$ cat src/rtl/bcd_convertidor_secuencial.sv
// Iterative binary-to-BCD converter (shift-and-add-3, one input bit per cycle)
// with overflow flag and active-low seven-segment outputs with leading-zero blanking.
module bcd_convertidor_secuencial #(
  parameter int BIN_W  = 10,
  parameter int DIGITS = 4
) (
  input  logic                  clk,
  input  logic                  rst,
  input  logic                  start,
  input  logic [BIN_W-1:0]      bin_in,
  input  logic                  blank_lz,
  output logic                  busy,
  output logic                  done,
  output logic [4*DIGITS-1:0]   bcd_out,
  output logic                  overflow,
  output logic [7*DIGITS-1:0]   seg_out
);

  localparam int BCD_W = 4 * DIGITS;
  localparam int CNT_W = $clog2(BIN_W + 1);

  typedef enum logic {IDLE, CONV} state_t;

  state_t             state, state_nxt;
  logic [BIN_W-1:0]   bin_sr, bin_sr_nxt;
  logic [BCD_W-1:0]   bcd_sr, bcd_sr_nxt, bcd_adj, bcd_out_nxt;
  logic [CNT_W-1:0]   cnt, cnt_nxt;
  logic               ovf_sticky, ovf_sticky_nxt;
  logic               overflow_nxt, done_nxt;
  logic               nz_above;
  logic [3:0]         seg_digit;

  function automatic logic [3:0] add3(input logic [3:0] d);
    return (d >= 4'd5) ? d + 4'd3 : d;
  endfunction

  // Segment order {g,f,e,d,c,b,a}, active low
  function automatic logic [6:0] seg7(input logic [3:0] d);
    case (d)
      4'd0:    return 7'b1000000;
      4'd1:    return 7'b1111001;
      4'd2:    return 7'b0100100;
      4'd3:    return 7'b0110000;
      4'd4:    return 7'b0011001;
      4'd5:    return 7'b0010010;
      4'd6:    return 7'b0000010;
      4'd7:    return 7'b1111000;
      4'd8:    return 7'b0000000;
      4'd9:    return 7'b0010000;
      default: return 7'b1111111;
    endcase
  endfunction

  always_comb begin
    bcd_adj = '0;
    for (int i = 0; i < DIGITS; i++)
      bcd_adj[4*i +: 4] = add3(bcd_sr[4*i +: 4]);
  end

  always_comb begin
    state_nxt      = state;
    bin_sr_nxt     = bin_sr;
    bcd_sr_nxt     = bcd_sr;
    cnt_nxt        = cnt;
    ovf_sticky_nxt = ovf_sticky;
    bcd_out_nxt    = bcd_out;
    overflow_nxt   = overflow;
    done_nxt       = 1'b0;
    case (state)
      IDLE: begin
        if (start) begin
          state_nxt      = CONV;
          bin_sr_nxt     = bin_in;
          bcd_sr_nxt     = '0;
          cnt_nxt        = '0;
          ovf_sticky_nxt = 1'b0;
        end
      end
      CONV: begin
        // A 1 shifted out of the top digit means the value no longer fits
        bcd_sr_nxt     = {bcd_adj[BCD_W-2:0], bin_sr[BIN_W-1]};
        bin_sr_nxt     = {bin_sr[BIN_W-2:0], 1'b0};
        ovf_sticky_nxt = ovf_sticky | bcd_adj[BCD_W-1];
        cnt_nxt        = cnt + CNT_W'(1);
        if (cnt_nxt == CNT_W'(BIN_W)) begin
          bcd_out_nxt  = bcd_sr_nxt;
          overflow_nxt = ovf_sticky_nxt;
          done_nxt     = 1'b1;
          state_nxt    = IDLE;
        end
      end
      default: state_nxt = IDLE;
    endcase
  end

  always_ff @(posedge clk or posedge rst) begin
    if (rst) begin
      state      <= IDLE;
      bin_sr     <= '0;
      bcd_sr     <= '0;
      cnt        <= '0;
      ovf_sticky <= 1'b0;
      bcd_out    <= '0;
      overflow   <= 1'b0;
      done       <= 1'b0;
    end else begin
      state      <= state_nxt;
      bin_sr     <= bin_sr_nxt;
      bcd_sr     <= bcd_sr_nxt;
      cnt        <= cnt_nxt;
      ovf_sticky <= ovf_sticky_nxt;
      bcd_out    <= bcd_out_nxt;
      overflow   <= overflow_nxt;
      done       <= done_nxt;
    end
  end

  assign busy = (state == CONV);

  // Walk from the most significant digit down; digit 0 is always shown
  always_comb begin
    nz_above  = 1'b0;
    seg_digit = '0;
    seg_out   = '1;
    for (int i = DIGITS - 1; i >= 0; i--) begin
      seg_digit = bcd_out[4*i +: 4];
      nz_above  = nz_above | (seg_digit != 4'd0);
      if (blank_lz && !nz_above && (i != 0))
        seg_out[7*i +: 7] = 7'b1111111;
      else
        seg_out[7*i +: 7] = seg7(seg_digit);
    end
  end

endmodule

$ cat config.mk
export PLATFORM = sky130hd
export DESIGN_NAME = bcd_convertidor_secuencial
export DESIGN_NICKNAME = d
export VERILOG_FILES = /design/src/rtl/bcd_convertidor_secuencial.sv
export SDC_FILE = /design/constraint.sdc
export NUM_CORES = 1
export LEC_CHECK = 0
export ABC_AREA = 1
export CORE_MARGIN = 2
export CORE_UTILIZATION = 53
export DETAILED_ROUTE_END_ITERATION = 10
export PLACE_DENSITY = 0.81
export REMOVE_ABC_BUFFERS = 1
export SETUP_SLACK_MARGIN = 0.4
export SLEW_MARGIN = 20
export SYNTH_ARGS = -nofsm -noshare
export SYNTH_HDL_FRONTEND = slang
export SYNTH_SLANG_ARGS = --single-unit
$ cat constraint.sdc
create_clock -name clk -period 1.6 [get_ports clk]
set_clock_uncertainty 0.1 [all_clocks]
set_input_delay 0.16 -clock clk [delete_from_list [all_inputs] [get_ports clk]]
set_output_delay 0.16 -clock clk [all_outputs]
set_load 0.02 [all_outputs]
==> results of run 1 <==
==> cell families after synthesis <==
group,Yosys count
buffers and inverters,62
and+or+nand+nor,247
muxes,4
adders and majority gates,30
AOI/OAI and AO/OA,52
DFF,50
==> cell usage after synthesis (all sizes together) <==
cell and instances:
dfrtp 50, o22ai 2, o211ai 8, inv 53, buf 7, nand4 1, nand2 184, a21oi 6
mux2i 4, nor3 2, clkbuf 2, nand3 43, ha 30, nand3b 1, or2 6, a22o 1
o21ai 35, nor2 10
==> metrics by stage <==
step,hold WS [ps],setup WS (ps),cells
after floorplan,180,-296,436
after global placement,369,-586,614
after detailed placement,360,-613,614
after CTS,115,-279,659
==> repair_timing <==
action                                  4_1_cts
buffers inserted                             36
cloned                                        1
gates resized for setup                     490
pin swaps                                    53
hold endpoints to repair                      0
hold buffers                                  0
endpoints found under the setup margin       97
==> flow_summary.ini, run 1 <==
[yosys]
yosysTopAreaCell = dfrtp_1
synthSimpleGateAreaFrac_pct = 32.2
synth_top_family_by_area = simple AND/OR/NAND/NOR gates
ys_ff_latch = 50
ys_seq_area_share_pct = 38.4
mappedNetlistArea_um2 = 3250
synth_compound_area_share_pct = 8.80
synthMuxAreaShare_pct = 1.23
yosys_warnings = 0
synth_area_leaders = dfrtp_1 (38%), nand2_1 (21%), ha_1 (12%)
avgSynthCellArea_um2 = 7.31
synth_top_area_share_pct = 38.4
synthDistinctLibCells = 27
yosys.area_share.xor_xnor_pct = 0
synth_cells = 445
synthAdderAreaFrac_pct = 11.5

[placed_design]
placed_cell_area_um2 = 4240
portBuffers = 60
gp_congestion = 0.835
hpwl_um = 5600

[status]
error = [ERROR DPL-0038] Utilization greater than 100%, impossible to legalize
status = aborted with a tool error
haltStage = global routing

[floorplan]
start_util_pct = 55.0
die_width_um = 82.4
die_h_um = 82.4
ios = 61
placementRows = 28

[cts]
cts.htree.levels = 2
cts-root-buf = clkbuf_8
cts_buffer_depth = 2
clock-sinks = 50
cts_buffers = 5

[timing]
endpoint_type = primary output
worst_endpoint = seg_out[7]

[global_routing]
grt_max_degree = 51
==> run 2, diff against run 1 <==
--- a/config.mk
+++ b/config.mk
@@ -7,11 +7,10 @@
 export LEC_CHECK = 0
 export ABC_AREA = 1
 export CORE_MARGIN = 2
-export CORE_UTILIZATION = 53
+export CORE_UTILIZATION = 40
 export DETAILED_ROUTE_END_ITERATION = 10
-export PLACE_DENSITY = 0.81
+export PLACE_DENSITY_LB_ADDON = 0.15
 export REMOVE_ABC_BUFFERS = 1
-export SETUP_SLACK_MARGIN = 0.4
 export SLEW_MARGIN = 20
 export SYNTH_ARGS = -nofsm -noshare
 export SYNTH_HDL_FRONTEND = slang
==> flow_summary.ini, run 2 <==
[routing]
drc_errors = 0
antenna_left = 0
vias = 3278
route.final.wire_length_um = 8540
wl_per_cell_um = 12.7
viasPerCell = 4.86
drt_pass1_iterations = 4
drtIter0Drc = 121

[timing]
rsz0062_at_grt = yes
fin_crit_sh_pct = 117
timing.fmax_ghz = 0.533
hold_violations = 0
drv_slew = 0
period_needed_ps = 1880
setup_viol_count_final = 27
worst_slack_ps = -278
max_slew_margin_pct = 76.2
worstMarginPinSlew_ps = 357
fin_hold_ws_ps = 124

[placed_design]
portBuffers = 60
hpwl_um = 5530
placed_cell_area_um2 = 4300
gp_congestion = 0.829

[setup_path]
required_ps = 1340
crit_path_top_delay_cell = dfrtp_1
cp-start-kind = flip-flop
ff2ff_path_depth = 9
cp_num_buf_inv = 2
cp.arrival_ps = 1620
crit_type = flip-flop to output pin
cp_max_fo = 5
crit_chain = buf_4 -> ha_1 -> or2_4 -> o211ai_1 -> nand3_2 -> buf_6
crit_family = flip-flops
crit_path_end_kind = output pin
critPathMaxStageDelay_ps = 390
path_depth = 6

[floorplan]
ios = 61
die_width_um = 94.2
placementRows = 32
die_h_um = 94.2
start_util_pct = 41.7
dieArea_um2 = 8870
core_um2 = 7810

[cts]
cts_tree = done
cts-root-buf = clkbuf_8
cts.htree.levels = 2
clock-sinks = 50
cts_buffer_depth = 2
cts.clk_slew.worst_paths_ps = 90
cts_buffers = 5
insertion_delay_ps = 300
ctsHoldBuffers = 0

[yosys]
yosysTopAreaCell = dfrtp_1
synth.most_common_cell = nand2_1
ys_ff_latch = 50
synth.top_cells.by_count = nand2_1 (182), inv_1 (51), dfrtp_1 (50)
synth-async-reset-ratio_pct = 100
avgSynthCellArea_um2 = 7.31
synth-edff-count = 0
mappedNetlistArea_um2 = 3250
ys_seq_area_share_pct = 38.4
synth_flop_cell = dfrtp_1
synthDistinctLibCells = 27
synth_cells = 445
synth_area_leaders = dfrtp_1 (38%), nand2_1 (21%), ha_1 (12%)
synth_top_area_share_pct = 38.4
yosys_warnings = 0

[layout]
reg_top3 = bcd_out: 16 flops, bcd_sr: 16 flops, bin_sr: 10 flops
area_growth_pct = 54.8
layout_commonest_cell = nand2_1
final_area_um2 = 5040
final_nets = 616
layout-drive-gt1-share_pct = 34.0
fill_cells = 668
layout_common_cells = nand2_1 (168), buf_4 (54), dfrtp_1 (47)
post-route-util_pct = 64.5
n_antenna_cell = 0

[global_routing]
gr-usage-met1_pct = 23.4
antenna_found_initial = 0
grt_max_degree = 51
grt_pass1_vias = 3146
gr-max-usage-layer = met2
met2_usage_pct = 35.8
grt_overflow = 0
grt_use_total_pct = 19.2
grt_pass1_wl_um = 13900
grt_use_met3_pct = 2.49

[run]
max-cap-violations = 0

[power_and_ir_drop]
ir_drop_mv = 0.747
totalPowerFinal_mw = 11.1
p_leak_nw = 2.66
p_per_area_nw_per_um2 = 2200

[status]
status = complete, but fails checks
violations = setup timing

[worst_hold_path]
hp-class = input port to asynchronous set/reset pin
[run 2: cell counts after synthesis]
No cell type changed its count.
[run 2: cell families (layout without fill, tap and decap cells)]
family | after synthesis | in the layout | share of synthesized area, %
compound gates | 52 | 52 | 8.80
fa+ha+maj | 30 | 30 | 11.5
buf+inv | 62 | 187 | 7.77
flops | 50 | 50 | 38.4
mux | 4 | 4 | 1.23
simple gates | 247 | 250 | 32.2
[run 2: path summary, 6_finish.rpt]
check                                       start                      to  slack, ps
max                        bcd_out[5]$_DFFE_PP0P_             seg_out[13]       -280
max in group asynchronous                     rst  bcd_out[2]$_DFFE_PP0P_       1040
max reg2reg                    cnt[1]$_DFFE_PP0P_  bcd_out[9]$_DFFE_PP0P_         40
min                                           rst  ovf_sticky$_DFFE_PP0P_        120
min in group clk                        bin_in[4]   bin_sr[4]$_DFFE_PP0P_        310
min reg2reg                    cnt[0]$_DFFE_PP0P_      cnt[0]$_DFFE_PP0P_        400
[run 2: cell type report]
cell class	instances	area, um^2	share of cell area [%]
Timing Repair Buffer	126	1160	23.0
Clock buffer	7	86.3	1.71
Inverter	53	201	4.00
Multi-Input combinational cell	336	2200	43.7
Tap cell	102	128	2.53
Sequential cell	50	1250	24.9
Clock inverter	1	5.00	0.0994
[run 2: where the power goes]
| part | internal [mW] | total [mW] | switching, mW |
|---|---|---|---|
| clock | 0.350 | 0.754 | 0.405 |
| sequential | 1.78 | 2.28 | 0.493 |
| combinational | 3.65 | 8.06 | 4.41 |
| total | 5.78 | 11.1 | 5.31 |
[run 2: worst reg2reg max path, stage by stage (launching register included)]
cell	delay, ps
dfrtp_1	400
ha_2	210
inv_1	40
nand2_1	60
nand2_2	70
nor2_4	160
inv_4	100
nor2_4	200
nand2_1	90
nand2_1	60
[run 2: timing repair]
action / 4_1_cts / 5_1_grt
hold endpoints to repair: 0 / 0
buffers inserted: 11 / 9
cloned: 2 / 1
pin swaps: 23 / 29
resized for setup: 267 / 59
setup endpoints to repair: 61 / 63
[run 2: per-layer routing]
metal  vias up  share of wire (%)
li1       1672                  -
met1      1520                 44
met2        73                 51
met3        13                3.9
met4         0                1.4
met5         -                  0
[run 2: stage by stage]
stage | cells | TNS [ps] | setup WS (ps)
final | 675 | -4920 | -278
after global routing | 675 | -7340 | -372
after CTS | 667 | -5260 | -296
after detailed placement | 646 | -12170 | -623
after global placement | 646 | -11360 | -560
after floorplan | 436 | -8880 | -296
(Power assumes the default switching activity.)
==> patch 1: new RTL, settings of run 2 <==
The parameter `BIN_W` goes from 10 to 20.
--- a/src/rtl/bcd_convertidor_secuencial.sv
+++ b/src/rtl/bcd_convertidor_secuencial.sv
@@ -1,7 +1,7 @@
 // Iterative binary-to-BCD converter (shift-and-add-3, one input bit per cycle)
 // with overflow flag and active-low seven-segment outputs with leading-zero blanking.
 module bcd_convertidor_secuencial #(
-  parameter int BIN_W  = 10,
+  parameter int BIN_W  = 20,
   parameter int DIGITS = 4
 ) (
   input  logic                  clk,
Interface: changed (resized bin_in); port bits go from 61 to 71. The function was not compared with the original's and may differ.
==> patch 1 against run 2 <==
The run still ends with negative setup slack left; sequential cell count is 11 higher; cell area increased by 17%; synthesized area is 16% higher; total power grew 24%; utilization down 0.33 points; wire length rose by 16%; setup slack got worse by 0.0060 ns; cell count increased by 12%; count of clock-buffer cells in the layout is 3 higher; critical endpoint is now seg_out[27]; largest power group unchanged.
==> patch 1: results (changes against run 2) <==
Finish
  – Largest regs: bin_sr (20), bcd_out (16), bcd_sr (16)
  – Nets: 697 (+13%)

Global routing
  – Met1 Usage GRT: 24.1% (+0.73 points)
  – Largest net degree at the start of global routing: 62 (+22%)
  – GR Layer Usage met2: 32.9% (-2.9 points)
  – Gr usage total: 19.4% (+0.21 points)

Timing
  – Actual slew at the worst max-slew pin: 0.325 ns (-0.0311 ns)
  – Final Setup Violations: 29 (+7.4%)
  – Fin worst setup slack: -0.284 ns (-0.00597 ns)

Synthesis
  – Post-synthesis cell type count: 26 (-3.7%)
  – Sequential area share after synthesis: 40.4% (+2.0 points)
  – Adder-cell share of the synthesized area: 9.94% (-1.6 points)
  – Post-synth top cells: 166 x nand2_1, 64 x nand3_1, 61 x dfrtp_1, 60 x inv_1, 37 x o21ai_0
  – Compound-Gate Fraction of Synth Area: 9.38% (+0.57 points)

Pwr
  – Peak supply drop: 849 uV (+14%)

Setup path
  – FF-to-FF setup slack: -0.01 ns (-0.05 ns)
  – Crit path from: bcd_out[13]
  – Reg2reg end: bcd_out[11]
  – Setup crit end: seg_out[27]

Routing
  – WL met2: 4720 um (+8.7%)
  – Detailed Route Iter0 Violations: 150 (+24%)
  – M1 WL: 4550 um (+22%)
  – Vias per cell: 5.03 (+3.5%)

Placed design
  – I/O Buffers: 70 (+17%)
  – Dpl ws: -0.539 ns (+0.0844 ns)
  – Placed cells: 715 (+11%)

Run status
  – Run status: finished with violations
  – Failing checks: negative setup slack

Clock tree
  – Worst-skew pair later-pin latency: 0.34 ns (+0.04 ns)
  – Clock transition at path regs: 0.07 ns (-0.02 ns)
  – Num CTS Buffers: 9 (+4)
-- patch 1: cell count changes after synthesis, moves of 3 or more --
cell,change
clkbuf_1,+3
nand3b_1,+3
o21ai_0,+4
nand3_1,+23
o22ai_1,+3
buf_2,+3
nor2_1,+8
mux2i_1,-4
nand2_1,-16
nand4_1,+10
inv_1,+9
dfrtp_1,+11
-- patch 1: power by group through the flow --
stage	clock (mW)	combinational (mW)	sequential, mW
2_1_floorplan	0	4.01	3.03
3_3_place_gp	0	7.42	2.68
3_5_place_dp	0	7.55	2.70
4_1_cts	1.33	8.32	2.73
5_1_grt	1.39	10.6	2.86
6_report	1.29	9.67	2.76
-- patch 1: cell type report --
cell class	instances	area (sq um)
sequential	61	1530
tap	111	139
clock buffer	10	128
multi-input combinational	368	2440
inverter	60	225
fill	764	3290
timing repair buffer	143	1390
clock inverter	5	52.6
-- patch 1: what timing repair did --
action,CTS,global route
buffers inserted,8,17
endpoints found under the setup margin,45,60
gates resized for setup,277,81
cloned,0,3
pin swaps,26,24
==> patch 2: new RTL, settings of run 2 <==
Without the edit above. Add an input register stage for `start`, `bin_in` and `blank_lz`, cleared by the reset; this delays them by one clock.
--- a/src/rtl/bcd_convertidor_secuencial.sv
+++ b/src/rtl/bcd_convertidor_secuencial.sv
@@ -20,6 +20,22 @@
   localparam int CNT_W = $clog2(BIN_W + 1);
 
   typedef enum logic {IDLE, CONV} state_t;
+
+  logic start_q;
+  logic [BIN_W-1:0] bin_q;
+  logic blank_lz_q;
+
+  always_ff @(posedge clk or posedge rst) begin
+    if (rst) begin
+      start_q    <= '0;
+      bin_q      <= '0;
+      blank_lz_q <= '0;
+    end else begin
+      start_q    <= start;
+      bin_q      <= bin_in;
+      blank_lz_q <= blank_lz;
+    end
+  end
 
   state_t             state, state_nxt;
   logic [BIN_W-1:0]   bin_sr, bin_sr_nxt;
@@ -68,9 +84,9 @@
     done_nxt       = 1'b0;
     case (state)
       IDLE: begin
-        if (start) begin
+        if (start_q) begin
           state_nxt      = CONV;
-          bin_sr_nxt     = bin_in;
+          bin_sr_nxt     = bin_q;
           bcd_sr_nxt     = '0;
           cnt_nxt        = '0;
           ovf_sticky_nxt = 1'b0;
@@ -125,7 +141,7 @@
     for (int i = DIGITS - 1; i >= 0; i--) begin
       seg_digit = bcd_out[4*i +: 4];
       nz_above  = nz_above | (seg_digit != 4'd0);
-      if (blank_lz && !nz_above && (i != 0))
+      if (blank_lz_q && !nz_above && (i != 0))
         seg_out[7*i +: 7] = 7'b1111111;
       else
         seg_out[7*i +: 7] = seg7(seg_digit);
Function: changed (a bounded check fails within 4 cycles, from zero or initial values and one cycle with rst high).
==> patch 2 against run 2 <==
The run still ends with negative setup slack left; synthesized area increased by 9.1%; synthesized cell count rose by 3.6%; cell count is 4.7% higher; setup slack worse by 0.025 ns; cell area rose by 14%; sequential cell count is 12 higher; wire length up 1.3%; utilization grew 1.6 points; total power increased by 14%; sequential share of layout area grew 2.2 points; clock power rose by 120%; largest power group unchanged; highest routed layer unchanged.
==> patch 2: results (changes against run 2) <==
Run status
  – Run status: finished with violations
  – Failing checks: negative setup slack

Timing
  – TNS Setup: -6.59 ns (-1.66 ns)
  – Actual slew at the worst max-slew pin: 0.372 ns (+0.0151 ns)
  – Fin worst setup slack: -0.303 ns (-0.0252 ns)
  – Final Setup Violations: 31 (+15%)

Global routing
  – Vias in the first global route: 3227 (+2.6%)
  – Initial antenna violation count: 0 (unchanged)
  – First-pass GRT wire length: 14100 um (+1.6%)
  – Largest net degree at the start of global routing: 63 (+24%)
  – Gr usage total: 17.8% (-1.4 points)

Finish
  – Largest regs: bcd_out (16), bcd_sr (16)
  – Nets: 638 (+3.6%)
  – Number of diodes: 0 (unchanged)
  – Layout Cells excl Fill: 707 (+4.7%)
  – Share of cells above drive strength 1: 39.6% (+5.5 points)

Pwr
  – Leakage: 2.97 nW (+12%)
  – Peak supply drop: 811 uV (+8.7%)

Routing
  – Final wirelength: 8650 um (+1.3%)
  – Detailed Route Iter0 Violations: 138 (+14%)
  – Initial DRT Pass Iterations: 4 (unchanged)
  – Routed vias: 3401 (+3.8%)

Synthesis
  – Synth Area in XOR/XNOR: 0% (unchanged)
  – Post-synthesis cell type count: 27 (unchanged)
  – Post-synth top cells: 180 x nand2_1, 62 x dfrtp_1, 52 x inv_1, 43 x nand3_1, 35 x o21ai_0
  – Asr flop ratio synth: 100% (unchanged)
  – Main synth FF type: dfrtp_1
  – Syn. warnings: 0 (unchanged)
  – Adder-cell share of the synthesized area: 10.6% (-0.96 points)
  – Synth area leaders: dfrtp_1 44%, nand2_1 19%, ha_1 11%
  – Sequential area share after synthesis: 43.7% (+5.2 points)
  – Compound-Gate Fraction of Synth Area: 7.61% (-1.2 points)
  – Mux share of post-synthesis cell area: 0.846% (-0.38 points)
  – Mapped Cells: 461 (+3.6%)

Placed design
  – Dpl ws: -0.594 ns (+0.0296 ns)
  – Placed wire-length estimate: 5620 um (+1.7%)
  – Placed cells: 665 (+2.9%)
  – Global placer's final weighted congestion: 0.856 (+3.2%)
  – I/O Buffers: 60 (unchanged)
  – Area post-placement: 4600 sq um (+7.0%)

Clock tree
  – Num CTS Buffers: 9 (+4)
  – Worst-skew pair later-pin latency: 0.33 ns (+0.03 ns)
  – Clock tree buffer depth: 2 (unchanged)
  – Htree depth: 3 (+1)
  – Clock transition at path regs: 0.07 ns (-0.02 ns)
  – Clk root buf: clkbuf_8

Hold path
  – Hold/Removal Path Class: in -> async

Setup path
  – Top fanout value on the critical path: 7 (+2)
  – Crit-path slowest cell: dfrtp_1
  – Critical Path AT: 1.64 ns (+0.02 ns)
  – Max incr delay on CP: 0.40 ns
  – Top cell family by delay on the critical path: simple AND/OR/NAND/NOR gates
==> patch 2: path summary, 6_finish.rpt <==
path / startpoint / to / slack [ns] / cells past startpoint
worst max-delay path: bcd_out[13] / seg_out[10] / -0.30 / 8
worst min-delay path: rst / bin_q[0] / 0.08 / 3
worst max register to register: cnt[1] / bcd_out[6] / -0.01 / 10
worst min register to register: bin_q[2] / bin_sr[2] / 0.35 / 2
max in group asynchronous: rst / bcd_out[3] / 1.00 / 3
min in group clk: bin_in[3] / bin_q[3] / 0.16 / 1
==> patch 2: worst register-to-register path, delay by kind of cell, from the launching register on <==
kind                       cells  cell delay, ns
buffers and inverters          3            0.30
and+or+nand+nor                6            0.56
adders and majority gates      1            0.20
DFF                            1            0.39
==> patch 2: layer usage <==
metal	track usage (%)	up-vias	part of all wire, %
li1	-	1731	-
met1	20.6	1584	43
met2	32.1	72	52
met3	3.08	14	3.5
met4	8.22	0	1.9
met5	0	-	0
==> patch 2: what timing repair did <==
item | CTS | global route
buffers inserted | 15 | 11
pin swaps | 27 | 42
setup endpoints to repair | 56 | 57
resized for setup | 276 | 103
gates cloned | 0 | 2
==> patch 2: logic make-up after synthesis <==
| family | count (synthesis) |
|---|---|
| buf+inv | 63 |
| mux | 3 |
| simple gates | 253 |
| flops | 62 |
| compound gates | 50 |
| fa+ha+maj | 30 |
==> patch 2: layout make-up <==
type	count	area (sq um)
fill	694	2940
multi-input combinational	336	2290
sequential	62	1560
timing repair buffer	131	1310
inverter	54	205
clock buffer	14	193
tap	108	135
clock inverter	2	60.1
==> patch 2: power breakdown <==
part	internal, mW	switching [mW]	total (mW)
Clock	1.09	0.589	1.68
Combinational	3.90	4.47	8.37
Sequential	2.11	0.505	2.62
Total	7.10	5.56	12.7
